<file path="src/rtl/spi_cmd_seq_pkg.sv">
// Shared state encoding, lane-mode constants and address byte selection for the SPI command sequencer.
package spi_cmd_seq_pkg;

  typedef enum logic [2:0] {
    ST_IDLE,
    ST_OPCODE,
    ST_ADDR,
    ST_DUMMY,
    ST_DATA,
    ST_DRAIN,
    ST_FINISH
  } state_t;

  localparam logic [1:0] MODE_EXT  = 2'b00;
  localparam logic [1:0] MODE_DUAL = 2'b01;
  localparam logic [1:0] MODE_QUAD = 2'b10;

  // n counts address bytes still to send, so the MSB-first byte is selected by the remaining count
  function automatic logic [7:0] addr_byte(input logic [23:0] addr, input logic [1:0] n);
    case (n)
      2'd3:    addr_byte = addr[23:16];
      2'd2:    addr_byte = addr[15:8];
      default: addr_byte = addr[7:0];
    endcase
  endfunction

endpackage

</file>
<file path="src/rtl/spi_cmd_seq.sv">
// Expands one flash command descriptor into opcode/address/dummy/data items for spi_tr8; next item is loaded 1 cycle after tr_done.
// Descriptors are taken only when idle (no queueing); TX underrun and RX overflow abort/drop and raise sticky error flags.
module spi_cmd_seq
  import spi_cmd_seq_pkg::*;
#(
  parameter int CNT_W = 16
) (
  input  logic             clk,
  input  logic             reset,
  input  logic             cmd_valid,
  output logic             cmd_ready,
  input  logic [7:0]       cmd_opcode,
  input  logic [23:0]      cmd_addr,
  input  logic [1:0]       cmd_addr_bytes,
  input  logic [3:0]       cmd_dummy_clks,
  input  logic             cmd_rnw,
  input  logic [CNT_W-1:0] cmd_len,
  input  logic [1:0]       cmd_mode_op,
  input  logic [1:0]       cmd_mode_addr,
  input  logic [1:0]       cmd_mode_data,
  input  logic [7:0]       tx_data,
  input  logic             tx_empty,
  output logic             tx_rd_en,
  output logic [7:0]       rx_data,
  input  logic             rx_full,
  output logic             rx_wr_en,
  output logic             tr_start,
  output logic             tr_rnw,
  output logic             tr_dummy,
  output logic [7:0]       tr_din,
  output logic [1:0]       tr_mode,
  output logic [3:0]       tr_dummy_clks,
  input  logic             tr_done,
  input  logic             tr_rd_valid,
  input  logic [7:0]       tr_dout,
  input  logic             tr_sel,
  output logic             busy,
  output logic             cmd_done,
  output logic             err_underrun,
  output logic             err_overflow
);

  state_t           state, state_nxt;
  logic [23:0]      addr, addr_nxt;
  logic [1:0]       addr_cnt, addr_cnt_nxt;
  logic             rd_cmd, rd_cmd_nxt;
  logic [1:0]       mode_addr, mode_addr_nxt;
  logic [1:0]       mode_data, mode_data_nxt;
  logic [CNT_W-1:0] len, len_nxt;
  logic [CNT_W-1:0] data_left, data_left_nxt;
  logic [CNT_W-1:0] rcvd, rcvd_nxt;

  logic             cmd_ready_nxt, busy_nxt, cmd_done_nxt;
  logic             err_underrun_nxt, err_overflow_nxt;
  logic             tx_rd_en_nxt, rx_wr_en_nxt;
  logic [7:0]       rx_data_nxt, tr_din_nxt;
  logic             tr_start_nxt, tr_rnw_nxt, tr_dummy_nxt;
  logic [1:0]       tr_mode_nxt;
  logic [3:0]       tr_dummy_clks_nxt;
  logic             load_addr, load_dummy, load_data, end_items;

  always_ff @(posedge clk) begin
    if (reset) begin
      state         <= ST_IDLE;
      addr          <= '0;
      addr_cnt      <= '0;
      rd_cmd        <= 1'b0;
      mode_addr     <= MODE_EXT;
      mode_data     <= MODE_EXT;
      len           <= '0;
      data_left     <= '0;
      rcvd          <= '0;
      cmd_ready     <= 1'b1;
      busy          <= 1'b0;
      cmd_done      <= 1'b0;
      err_underrun  <= 1'b0;
      err_overflow  <= 1'b0;
      tx_rd_en      <= 1'b0;
      rx_wr_en      <= 1'b0;
      rx_data       <= '0;
      tr_start      <= 1'b0;
      tr_rnw        <= 1'b0;
      tr_dummy      <= 1'b0;
      tr_din        <= '0;
      tr_mode       <= MODE_EXT;
      tr_dummy_clks <= '0;
    end else begin
      state         <= state_nxt;
      addr          <= addr_nxt;
      addr_cnt      <= addr_cnt_nxt;
      rd_cmd        <= rd_cmd_nxt;
      mode_addr     <= mode_addr_nxt;
      mode_data     <= mode_data_nxt;
      len           <= len_nxt;
      data_left     <= data_left_nxt;
      rcvd          <= rcvd_nxt;
      cmd_ready     <= cmd_ready_nxt;
      busy          <= busy_nxt;
      cmd_done      <= cmd_done_nxt;
      err_underrun  <= err_underrun_nxt;
      err_overflow  <= err_overflow_nxt;
      tx_rd_en      <= tx_rd_en_nxt;
      rx_wr_en      <= rx_wr_en_nxt;
      rx_data       <= rx_data_nxt;
      tr_start      <= tr_start_nxt;
      tr_rnw        <= tr_rnw_nxt;
      tr_dummy      <= tr_dummy_nxt;
      tr_din        <= tr_din_nxt;
      tr_mode       <= tr_mode_nxt;
      tr_dummy_clks <= tr_dummy_clks_nxt;
    end
  end

  always_comb begin
    state_nxt         = state;
    addr_nxt          = addr;
    addr_cnt_nxt      = addr_cnt;
    rd_cmd_nxt        = rd_cmd;
    mode_addr_nxt     = mode_addr;
    mode_data_nxt     = mode_data;
    len_nxt           = len;
    data_left_nxt     = data_left;
    rcvd_nxt          = rcvd;
    cmd_done_nxt      = 1'b0;
    err_underrun_nxt  = err_underrun;
    err_overflow_nxt  = err_overflow;
    tx_rd_en_nxt      = 1'b0;
    rx_wr_en_nxt      = 1'b0;
    rx_data_nxt       = rx_data;
    tr_start_nxt      = tr_start;
    tr_rnw_nxt        = tr_rnw;
    tr_dummy_nxt      = tr_dummy;
    tr_din_nxt        = tr_din;
    tr_mode_nxt       = tr_mode;
    tr_dummy_clks_nxt = tr_dummy_clks;
    load_addr         = 1'b0;
    load_dummy        = 1'b0;
    load_data         = 1'b0;
    end_items         = 1'b0;

    // addr_cnt and data_left count items not yet loaded, so every phase falls through the same chain
    unique case (state)
      ST_IDLE: begin
        if (cmd_valid && cmd_ready) begin
          state_nxt         = ST_OPCODE;
          addr_nxt          = cmd_addr;
          addr_cnt_nxt      = cmd_addr_bytes;
          rd_cmd_nxt        = cmd_rnw;
          mode_addr_nxt     = cmd_mode_addr;
          mode_data_nxt     = cmd_mode_data;
          len_nxt           = cmd_len;
          data_left_nxt     = cmd_len;
          rcvd_nxt          = '0;
          err_underrun_nxt  = 1'b0;
          err_overflow_nxt  = 1'b0;
          tr_start_nxt      = 1'b1;
          tr_din_nxt        = cmd_opcode;
          tr_mode_nxt       = cmd_mode_op;
          tr_rnw_nxt        = 1'b0;
          tr_dummy_nxt      = 1'b0;
          tr_dummy_clks_nxt = cmd_dummy_clks;
        end
      end
      ST_OPCODE, ST_ADDR: begin
        if (tr_done) begin
          if (addr_cnt != 2'd0)          load_addr  = 1'b1;
          else if (tr_dummy_clks != 4'd0) load_dummy = 1'b1;
          else if (data_left != '0)       load_data  = 1'b1;
          else                            end_items  = 1'b1;
        end
      end
      ST_DUMMY, ST_DATA: begin
        if (tr_done) begin
          if (data_left != '0) load_data = 1'b1;
          else                 end_items = 1'b1;
        end
      end
      ST_DRAIN: begin
        if (tr_sel && (!rd_cmd || rcvd == len)) begin
          state_nxt    = ST_FINISH;
          cmd_done_nxt = 1'b1;
        end
      end
      ST_FINISH: state_nxt = ST_IDLE;
      default:   state_nxt = ST_IDLE;
    endcase

    if (load_addr) begin
      state_nxt    = ST_ADDR;
      tr_din_nxt   = addr_byte(addr, addr_cnt);
      tr_mode_nxt  = mode_addr;
      tr_rnw_nxt   = 1'b0;
      tr_dummy_nxt = 1'b0;
      addr_cnt_nxt = addr_cnt - 2'd1;
    end

    if (load_dummy) begin
      state_nxt    = ST_DUMMY;
      tr_din_nxt   = '0;
      tr_mode_nxt  = mode_addr;
      tr_rnw_nxt   = 1'b0;
      tr_dummy_nxt = 1'b1;
    end

    if (load_data) begin
      state_nxt     = ST_DATA;
      tr_mode_nxt   = mode_data;
      tr_dummy_nxt  = 1'b0;
      data_left_nxt = data_left - CNT_W'(1);
      if (rd_cmd) begin
        tr_rnw_nxt = 1'b1;
        tr_din_nxt = '0;
      end else if (tx_empty) begin
        err_underrun_nxt = 1'b1;
        tr_start_nxt     = 1'b0;
        state_nxt        = ST_DRAIN;
      end else begin
        tr_rnw_nxt   = 1'b0;
        tr_din_nxt   = tx_data;
        tx_rd_en_nxt = 1'b1;
      end
    end

    if (end_items) begin
      tr_start_nxt = 1'b0;
      tr_dummy_nxt = 1'b0;
      state_nxt    = ST_DRAIN;
    end

    // a byte dropped on a full RX FIFO still counts, otherwise DRAIN would never complete
    if ((state == ST_DATA || state == ST_DRAIN) && tr_rd_valid) begin
      rcvd_nxt = rcvd + CNT_W'(1);
      if (rx_full) begin
        err_overflow_nxt = 1'b1;
      end else begin
        rx_wr_en_nxt = 1'b1;
        rx_data_nxt  = tr_dout;
      end
    end

    cmd_ready_nxt = (state_nxt == ST_IDLE);
    busy_nxt      = (state_nxt != ST_IDLE);
  end

endmodule
</file>
<file path="config.mk">
export PLATFORM = sky130hd
export DESIGN_NAME = spi_cmd_seq
export DESIGN_NICKNAME = d
export VERILOG_FILES = /design/src/rtl/spi_cmd_seq_pkg.sv /design/src/rtl/spi_cmd_seq.sv
export SDC_FILE = /design/constraint.sdc
export NUM_CORES = 1
export LEC_CHECK = 0
export CAP_MARGIN = 40
export CORE_MARGIN = 2
export CORE_UTILIZATION = 54
export CTS_CLUSTER_SIZE = 10
export DETAILED_ROUTE_END_ITERATION = 10
export PLACE_DENSITY = 0.9
export SYNTH_ARGS = -nofsm -noshare
export SYNTH_HDL_FRONTEND = slang
export SYNTH_SLANG_ARGS = --single-unit
</file>
<file path="constraint.sdc">
create_clock -name clk -period 4.7 [get_ports clk]
set_clock_uncertainty 0.05 [all_clocks]
set_input_delay 0.47 -clock clk [delete_from_list [all_inputs] [get_ports clk]]
set_output_delay 0.47 -clock clk [all_outputs]
set_load 0.02 [all_outputs]
</file>
==> results.py, run 1 <==
metrics = {
    "status": {
        "status": "completed",
    },
    "layout": {
        "fin_area_um2": 7080,
        "seq_area_um2": 2280,
        "final_util_pct": 75.9,
        "stdcell_count": 874,
        "drive_above_1_share_pct": 8.86,
        "area_delta_synth_final_pct": 35.6,
        "diodes": 0,
        "nNetsFinal": 825,
        "multi_input_comb_area_um2": 2750,
        "fill_cells": 613,
    },
    "worst_setup_path": {
        "arrival_ns": 3.10,
        "cp-start-kind": "register",
        "r2r_slack_ns": 2.00,
        "critical_path_class": "reg -> reg",
        "worstPathMaxFanout": 14,
        "path_cells": "nand3b_1 > nor2_1 > and4_1 > nor3b_2 > mux2_2 > nor2_1",
        "slowest_delay_ns": 0.59,
        "crit_start": "state[2]$_SDFF_PP0_",
        "crit_slowest_cell": "dfxtp_1",
        "r2r_start": "state[2]$_SDFF_PP0_",
        "end_kind": "register",
        "critPathMostFrequentCell": "nor2_1",
        "required_ns": 5.10,
    },
    "timing": {
        "finalCritPeriodShare_pct": 57.4,
        "setup-tns-final_ns": 0,
        "finalHoldViolCount": 0,
        "setup_viol": 0,
        "timing.final.crit_period_ns": 2.70,
        "maxSlewHeadroom_pct": 47.2,
        "max_clock_freq_mhz": 370,
        "worstMarginPinSlew_ns": 0.791,
        "rsz0062_at_grt": "no",
        "slew_viol_final": 0,
    },
    "hold_path": {
        "min_path_type": "in -> reg",
        "hp-start": "reset",
    },
    "grt": {
        "grtUsageTotal_pct": 31.1,
        "overflow": 0,
        "antenna_found_initial": 0,
        "grt_pass1_wl_mm": 25.4,
        "grt_max_degree": 60,
        "grt_pass1_vias": 5279,
    },
    "logic_synthesis": {
        "synth_edf_count": 0,
        "synth_cells": 635,
        "synth_compound_area_share_pct": 19.1,
        "ys_ff_latch": 114,
        "synthTopCellsByArea": "dfxtp_1 44%, nand2_1 11%, a21oi_1 6.7%",
        "synth_top_area_cell": "dfxtp_1",
        "async_flop_share_pct": 0,
        "yosysSeqAreaShare_pct": 43.7,
        "yosys_warnings": 0,
        "syn_area_um2": 5220,
        "synth_ff_type": "dfxtp_1",
        "synth_cell_types": 70,
        "synth_mux_area_share_pct": 2.16,
        "synth_fa_ha_area_share_pct": 1.63,
        "synth_top_family_by_area": "simple AND/OR/NAND/NOR gates",
        "syn_area_per_cell_um2": 8.22,
        "yosysTopAreaCellShare_pct": 43.7,
        "synthMostInstantiatedCell": "nand2_1",
        "synth_xor_area_share_pct": 3.52,
        "synth_common_cells": "157 x nand2_1, 114 x dfxtp_1, 70 x a21oi_1",
        "synth_fp_nets": 726,
        "synthSimpleGateAreaFrac_pct": 26.1,
    },
    "routing": {
        "vias": 5306,
        "first_pass_iters": 6,
        "wire_per_inst_um": 18.2,
        "first_iter_violations": 337,
        "vias_per_cell": 6.07,
        "drt_wl_total_mm": 15.9,
        "drc_errors": 0,
        "antenna_left": 0,
    },
    "pwr": {
        "clock_power_share_pct": 32.7,
        "p_int_mw": 2.82,
        "p_leak_nw": 2.52,
        "peakVddDrop_v": 0.000370,
        "power_frac_comb_pct": 36.1,
        "seq_power_share_pct": 31.3,
        "p_per_area_nw_per_um2": 624,
        "switchingPower_mw": 1.60,
        "swShare_pct": 36.2,
    },
    "clock_tree": {
        "htreeDepth": 4,
        "hold_buffers": 0,
        "cts_buffer_depth": 2,
        "cts.sinks": 114,
        "clock_latency_ns": 0.53,
        "cts_tree": "done",
        "cts-root-buf": "clkbuf_8",
        "clkTransAtPathRegs_ns": 0.05,
        "cts-buffers-inserted": 17,
        "cts.repair_timing.setup_buffer_count": 0,
        "cts_resized": 0,
    },
    "floorplan": {
        "fp.dieW_um": 102,
        "die_h_um": 102,
        "die_area_um2": 10500,
        "core_um2": 9330,
        "rows": 35,
        "start_util_pct": 56.0,
        "top_level_ports": 117,
    },
    "place": {
        "port_buffers": 116,
        "post_dp_cell_area_um2": 6420,
        "gp_congestion": 0.891,
        "hpwl_mm": 10.4,
        "dp.cells": 844,
    },
    "flow_run": {
        "cap_violations": 0,
    },
}
## routing by layer
layer	part of all wire (%)	GRT usage, %
met4	3.0	14.3
met3	9.5	10.1
met2	50	53.4
met1	38	35.1
met5	0	0
## worst max-delay path, delay by kind of cell (launching register included)
kind	cells	cell delay, ns
flops	1	0.59
mux	1	0.37
simple gates	5	1.61
## cell type report
class / instances / share of cell area, %
clock buffer: 20 / 6.43
clock inverter: 10 / 2.90
inverter: 8 / 0.424
multi-input combinational: 473 / 38.8
sequential: 114 / 32.2
tap: 129 / 2.28
timing repair buffer: 120 / 17.0
## logic make-up (layout without fill, tap and decap cells)
kind of cell    count (synthesis)  count (layout)
simple gates                  283             283
compound gates                152             152
flops                         114             114
buf+inv                        48             158
xor+xnor                       21              21
mux                            10              10
fa+ha+maj                       7               7
## power by group through the flow
stage / Sequential (mW) / Clock (mW) / Combinational, mW
2_1_floorplan: 1.40 / 0 / 1.05
3_3_place_gp: 1.36 / 0 / 1.46
3_5_place_dp: 1.39 / 0 / 1.53
4_1_cts: 1.37 / 1.44 / 1.57
5_1_grt: 1.40 / 1.49 / 1.74
6_report: 1.38 / 1.44 / 1.59
## registers in the layout (all words and copies together), names as in the netlist, 3 cells and up
signal / cells
addr: 24
tr_din: 8
tr_dummy_clks: 4
rx_data: 8
len: 16
state: 3
data_left: 16
rcvd: 16
## stage by stage
step	power (mW)	hold slack [ns]	worst slack, ns
4_1_cts	4.39	0.369	2.05
3_3_place_gp	2.82	0.393	1.71
6_report	4.42	0.378	2.00
2_1_floorplan	2.44	0.384	2.69
5_1_grt	4.63	0.385	1.85
3_5_place_dp	2.92	0.397	1.61
## layout by cell type (no fill, tap or decap), types with 5 or more instances in the layout
cell	Yosys	final
a21oi_1	70	70
nand4b_1	5	5
inv_1	7	7
a31oi_1	9	9
or3_1	5	5
clkdlybuf4s50_1	0	115
o21ai_0	5	5
nand2_1	157	157
o211ai_1	8	8
and3_1	6	6
xnor2_1	17	17
nand3_1	24	24
ha_1	6	6
nand4_1	8	8
dfxtp_1	114	114
clkbuf_16	0	16
nor2_1	33	33
a32o_1	6	6
nor3_1	7	7
o21a_1	5	5
a22oi_1	11	11
bufinv_16	0	6
## final timing paths
kind	end	cells after the start
worst max-delay path	rcvd[13]$_SDFFE_PP0P_	6
worst max register to register	rcvd[13]$_SDFFE_PP0P_	6
worst min-delay path	rcvd[5]$_SDFFE_PP0P_	2
worst min register to register	rx_data[7]$_SDFFE_PP0P_	2
Note: power is estimated with default switching activity, not from simulation.
==> inputs of run 2 (changes only) <==
--- a/config.mk
+++ b/config.mk
@@ -7,10 +7,10 @@
 export LEC_CHECK = 0
 export CAP_MARGIN = 40
 export CORE_MARGIN = 2
-export CORE_UTILIZATION = 54
+export CORE_UTILIZATION = 51
 export CTS_CLUSTER_SIZE = 10
 export DETAILED_ROUTE_END_ITERATION = 10
-export PLACE_DENSITY = 0.9
+export PLACE_DENSITY = 0.86
 export SYNTH_ARGS = -nofsm -noshare
 export SYNTH_HDL_FRONTEND = slang
 export SYNTH_SLANG_ARGS = --single-unit
==> constraint.sdc (replaced) <==
create_clock -name clk -period 2.5 [get_ports clk]
set_clock_uncertainty 0.05 [all_clocks]
set_input_delay 0.25 -clock clk [delete_from_list [all_inputs] [get_ports clk]]
set_output_delay 0.25 -clock clk [all_outputs]
set_load 0.02 [all_outputs]
==> run 2 against run 1 <==
  * Sequential power increased by 87%
  * First-iteration DRC count increased by 41%
  * Combinational power is 95% higher
  * Via count fell by 1.5%
  * Routed wire length shrank 3.0%
  * Largest cell class unchanged
  * Maximum frequency grew 17%
==> results.py, run 2 (synthesized netlist as in run 1, its figures left out) <==
metrics = {
    "floorplan": {
        "start_util_pct": 52.9,
        "fp.dieW_um": 105,
        "core_um2": 9860,
        "rows": 36,
        "die_area_um2": 11100,
        "die_h_um": 105,
        "top_level_ports": 117,
    },
    "worst_setup_path": {
        "crit_start": "state[2]$_SDFF_PP0_",
        "required_ns": 2.83,
        "ff2ff_path_depth": 6,
        "r2r_start": "state[2]$_SDFF_PP0_",
        "path_cells": "nand2b_1 > o22ai_1 > o21a_2 > nand4_1 > o311ai_0 > a31oi_1",
        "arrival_ns": 2.62,
        "cp-start-kind": "register",
        "crit_slowest_cell": "dfxtp_1",
        "slowest_delay_ns": 0.62,
        "end_kind": "register",
        "critical_path_class": "reg -> reg",
        "r2r_slack_ns": 0.20,
        "worstPathMaxFanout": 10,
    },
    "layout": {
        "stdcell_count": 892,
        "drive_above_1_share_pct": 10.4,
        "final_util_pct": 71.9,
        "fin_area_um2": 7090,
        "nNetsFinal": 837,
        "diodes": 0,
        "final_common_cell": "nand2_1",
        "final_cell_mix": "157 x nand2_1, 115 x clkdlybuf4s50_1, 114 x dfxtp_1",
        "fill_cells": 693,
        "area_delta_synth_final_pct": 35.8,
        "largest_reg_flops": 24,
        "regMostFlops": "addr",
    },
    "timing": {
        "slew_viol_final": 0,
        "worstMarginPinSlew_ns": 0.630,
        "finalHoldViolCount": 0,
        "setup_viol": 0,
        "whs_ns": 0.132,
        "setup-tns-final_ns": 0,
        "finalCritPeriodShare_pct": 91.9,
        "timing.final.crit_period_ns": 2.30,
        "maxSlewHeadroom_pct": 57.9,
        "rsz0062_at_grt": "no",
        "max_clock_freq_mhz": 435,
    },
    "place": {
        "gp_congestion": 0.891,
        "hpwl_mm": 10.6,
        "post_dp_cell_area_um2": 6520,
        "port_buffers": 116,
        "dp.cells": 860,
    },
    "grt": {
        "overflow": 0,
        "grt_max_degree": 48,
        "grt_pass1_vias": 5213,
        "grt_pass1_wl_mm": 25.2,
        "antenna_found_initial": 0,
        "grtUsageTotal_pct": 28.2,
    },
    "hold_path": {
        "hold_depth": 2,
        "min_path_type": "in -> reg",
        "hp-start": "reset",
    },
    "clock_tree": {
        "cts-buffers-inserted": 17,
        "cts_buffer_depth": 2,
        "cts_tree": "done",
        "cts.repair_timing.setup_buffer_count": 0,
        "clock_latency_ns": 0.51,
        "cts.sinks": 114,
        "htreeDepth": 4,
        "hold_buffers": 0,
        "clkTransAtPathRegs_ns": 0.06,
        "cts-root-buf": "clkbuf_8",
        "cts_resized": 0,
    },
    "routing": {
        "first_pass_iters": 5,
        "wire_per_inst_um": 17.3,
        "vias_per_cell": 5.86,
        "antenna_left": 0,
        "vias": 5227,
        "first_iter_violations": 474,
        "drt_wl_total_mm": 15.5,
        "drc_errors": 0,
    },
    "flow_run": {
        "cap_violations": 0,
    },
    "status": {
        "status": "completed",
    },
    "pwr": {
        "p_per_area_nw_per_um2": 1130,
        "peakVddDrop_v": 0.000594,
        "p_leak_nw": 2.52,
    },
}
## run 2: worst paths after layout
path	to
worst max-delay path	data_left[15]$_SDFFE_PP0P_
worst min-delay path	err_underrun$_SDFF_PP0_
worst max register to register	data_left[15]$_SDFFE_PP0P_
worst min register to register	mode_data[1]$_SDFFE_PP0P_
## run 2: through the flow
step	setup slack [ns]	power [mW]
6_report	0.202	8.02
5_1_grt	0.0573	8.42
4_1_cts	0.244	7.98
3_5_place_dp	0.0764	5.60
3_3_place_gp	0.131	5.46
2_1_floorplan	0.493	4.59
## run 2: worst max-delay path: cells and delay by family, from the launching register on
family / cells / cell delay (ns)
AOI/OAI and AO/OA: 4 / 1.06
DFF: 1 / 0.62
and+or+nand+nor: 2 / 0.43
## run 2: per-layer routing
metal  up-vias  track usage [%]  routed length [µm]
met4         0             10.1                 303
li1       2455                -                   -
met5         -                0                   0
met1      2460             35.4                6380
met3        35             6.55                1290
met2       277             47.0                7490
## run 2: power by group
group	internal (mW)	leakage [nW]	total, mW	switching, mW
Sequential	2.23	0.929	2.58	0.348
Combinational	1.28	1.32	3.10	1.82
Clock	1.47	0.266	2.34	0.868
## run 2: layout make-up
type	instances	area [µm²]	share of cell area [%]
Clock inverter	12	133	1.87
Multi-Input combinational cell	473	2750	38.7
Inverter	8	30.0	0.423
Timing Repair Buffer	132	1290	18.2
Clock buffer	20	445	6.28
Tap cell	133	166	2.35
Sequential cell	114	2280	32.2
==> inputs of run 3 (changes only) <==
--- a/config.mk
+++ b/config.mk
@@ -5,7 +5,7 @@
 export SDC_FILE = /design/constraint.sdc
 export NUM_CORES = 1
 export LEC_CHECK = 0
-export CAP_MARGIN = 40
+export CAP_MARGIN = 10
 export CORE_MARGIN = 2
 export CORE_UTILIZATION = 51
 export CTS_CLUSTER_SIZE = 10
==> constraint.sdc (replaced) <==
create_clock -name clk -period 2.5 [get_ports clk]
set_clock_uncertainty 0.05 [all_clocks]
set_input_delay 0.375 -clock clk [delete_from_list [all_inputs] [get_ports clk]]
set_output_delay 0.375 -clock clk [all_outputs]
set_load 0.02 [all_outputs]
==> run 3 against run 2 <==
  * Maximum frequency is 1.8% higher
  * Combinational power hardly changed
  * Routed wire length increased by 0.25%
  * Final area up 1.1%
  * Critical path depth unchanged
  * Total power up 3.1%
  * Utilization rose by 0.77 points
  * Final cell count is the same
  * Clock-buffer cell count stayed put
  * Non-clock buffer count up 1
  * Via count grew 0.40%
  * Critical endpoint is now data_left[3]$_SDFFE_PP0P_
==> results.py, run 3 (synthesized netlist as in run 1, its figures left out) <==
metrics = {
    "status": {
        "status": "completed",
    },
    "timing": {
        "setup-tns-final_ns": 0,
        "setup_viol": 0,
        "maxSlewHeadroom_pct": 55.9,
        "rsz0062_at_grt": "no",
        "finalCritPeriodShare_pct": 90.3,
        "whs_ns": 0.293,
        "worstMarginPinSlew_ns": 0.659,
        "max_clock_freq_mhz": 443,
        "timing.final.crit_period_ns": 2.26,
        "slew_viol_final": 0,
        "finalHoldViolCount": 0,
    },
    "place": {
        "gp_congestion": 0.867,
        "dp.cells": 861,
        "hpwl_mm": 10.7,
        "port_buffers": 116,
    },
    "worst_setup_path": {
        "critical_path_class": "reg -> reg",
        "path_cells": "nor4_2 > o2111a_1 > o21a_2 > nand3_1 > or3_1 > a31oi_1",
        "slowest_delay_ns": 0.39,
        "cp-start-kind": "register",
        "arrival_ns": 2.66,
        "crit_slowest_cell": "or3_1",
        "required_ns": 2.90,
        "end_kind": "register",
        "worstPathMaxFanout": 7,
    },
    "floorplan": {
        "fp.dieW_um": 105,
        "rows": 36,
        "start_util_pct": 52.9,
        "die_h_um": 105,
        "die_area_um2": 11100,
        "top_level_ports": 117,
        "core_um2": 9860,
    },
    "clock_tree": {
        "cts_buffer_depth": 2,
        "cts_tree": "done",
        "cts.sinks": 114,
        "clkTransAtPathRegs_ns": 0.06,
        "cts_resized": 0,
        "hold_buffers": 0,
        "cts-buffers-inserted": 17,
        "cts-root-buf": "clkbuf_8",
        "cts.repair_timing.setup_buffer_count": 0,
        "clock_latency_ns": 0.53,
        "htreeDepth": 4,
    },
    "layout": {
        "diodes": 0,
        "area_delta_synth_final_pct": 37.3,
        "final_cell_mix": "157 x nand2_1, 115 x clkdlybuf4s50_1, 113 x dfxtp_1",
        "nNetsFinal": 838,
        "regMostFlops": "addr",
        "stdcell_count": 892,
        "drive_above_1_share_pct": 10.4,
        "largest_reg_flops": 24,
        "final_common_cell": "nand2_1",
        "final_util_pct": 72.7,
    },
    "grt": {
        "overflow": 0,
        "grt_pass1_vias": 5134,
        "antenna_found_initial": 0,
        "grt_pass1_wl_mm": 25.3,
        "grt_max_degree": 57,
        "grtUsageTotal_pct": 28.5,
    },
    "hold_path": {
        "min_path_type": "in -> reg",
    },
    "pwr": {
        "p_leak_nw": 2.57,
        "p_per_area_nw_per_um2": 1150,
        "peakVddDrop_v": 0.000691,
    },
    "routing": {
        "drt_wl_total_mm": 15.5,
        "vias": 5248,
        "vias_per_cell": 5.88,
        "first_pass_iters": 5,
        "first_iter_violations": 338,
        "drc_errors": 0,
        "wire_per_inst_um": 17.4,
        "antenna_left": 0,
    },
    "flow_run": {
        "cap_violations": 0,
    },
}
-- run 3: per-stage QoR --
step / area, µm² / power [mW] / setup slack [ns]
6_report: 7170 / 8.27 / 0.243
3_5_place_dp: 6550 / 5.63 / 0.0984
5_1_grt: 7170 / 8.67 / 0.0295
3_3_place_gp: 6550 / 5.48 / 0.164
4_1_cts: 7170 / 8.21 / 0.241
2_1_floorplan: 5220 / 4.59 / 0.493
-- run 3: layout make-up --
class	count	area [µm²]
flip-flops and latches	114	2280
multi-input cells	473	2750
fillers	693	2700
repair buffers	133	1320
inverters	8	30.0
clock inverters	11	185
well taps	133	166
clock buffers	20	435
-- run 3: power breakdown --
| part | internal [mW] | total [mW] | switching [mW] |
|---|---|---|---|
| sequential | 2.24 | 2.59 | 0.356 |
| clock | 1.73 | 2.57 | 0.835 |
| combinational | 1.30 | 3.11 | 1.81 |
-- run 3: path summary, 6_finish.rpt --
path	start	depth (start not counted)	end	slack, ns
setup reg to reg	tr_dummy_clks[3]$_SDFFE_PP0P_	6	data_left[3]$_SDFFE_PP0P_	0.24
hold / removal	reset	2	addr_cnt[0]$_SDFFE_PP0P_	0.29
setup / recovery	tr_dummy_clks[3]$_SDFFE_PP0P_	6	data_left[3]$_SDFFE_PP0P_	0.24
hold reg to reg	rx_data[0]$_SDFFE_PP0P_	2	rx_data[0]$_SDFFE_PP0P_	0.41
-- run 3: critical path: cells and delay by family (launching register included) --
kind | cells | cell delay (ns)
simple gates | 3 | 1.03
compound gates | 3 | 0.74
flops | 1 | 0.36
-- run 3: metal layers --
| metal | vias to the layer above | part of all wire, % | global-route usage (%) |
|---|---|---|---|
| met3 | 40 | 9.1 | 7.24 |
| li1 | 2471 | - | - |
| met5 | - | 0 | 0 |
| met1 | 2453 | 41 | 35.8 |
| met2 | 284 | 48 | 47.2 |
| met4 | 0 | 2.3 | 10.2 |
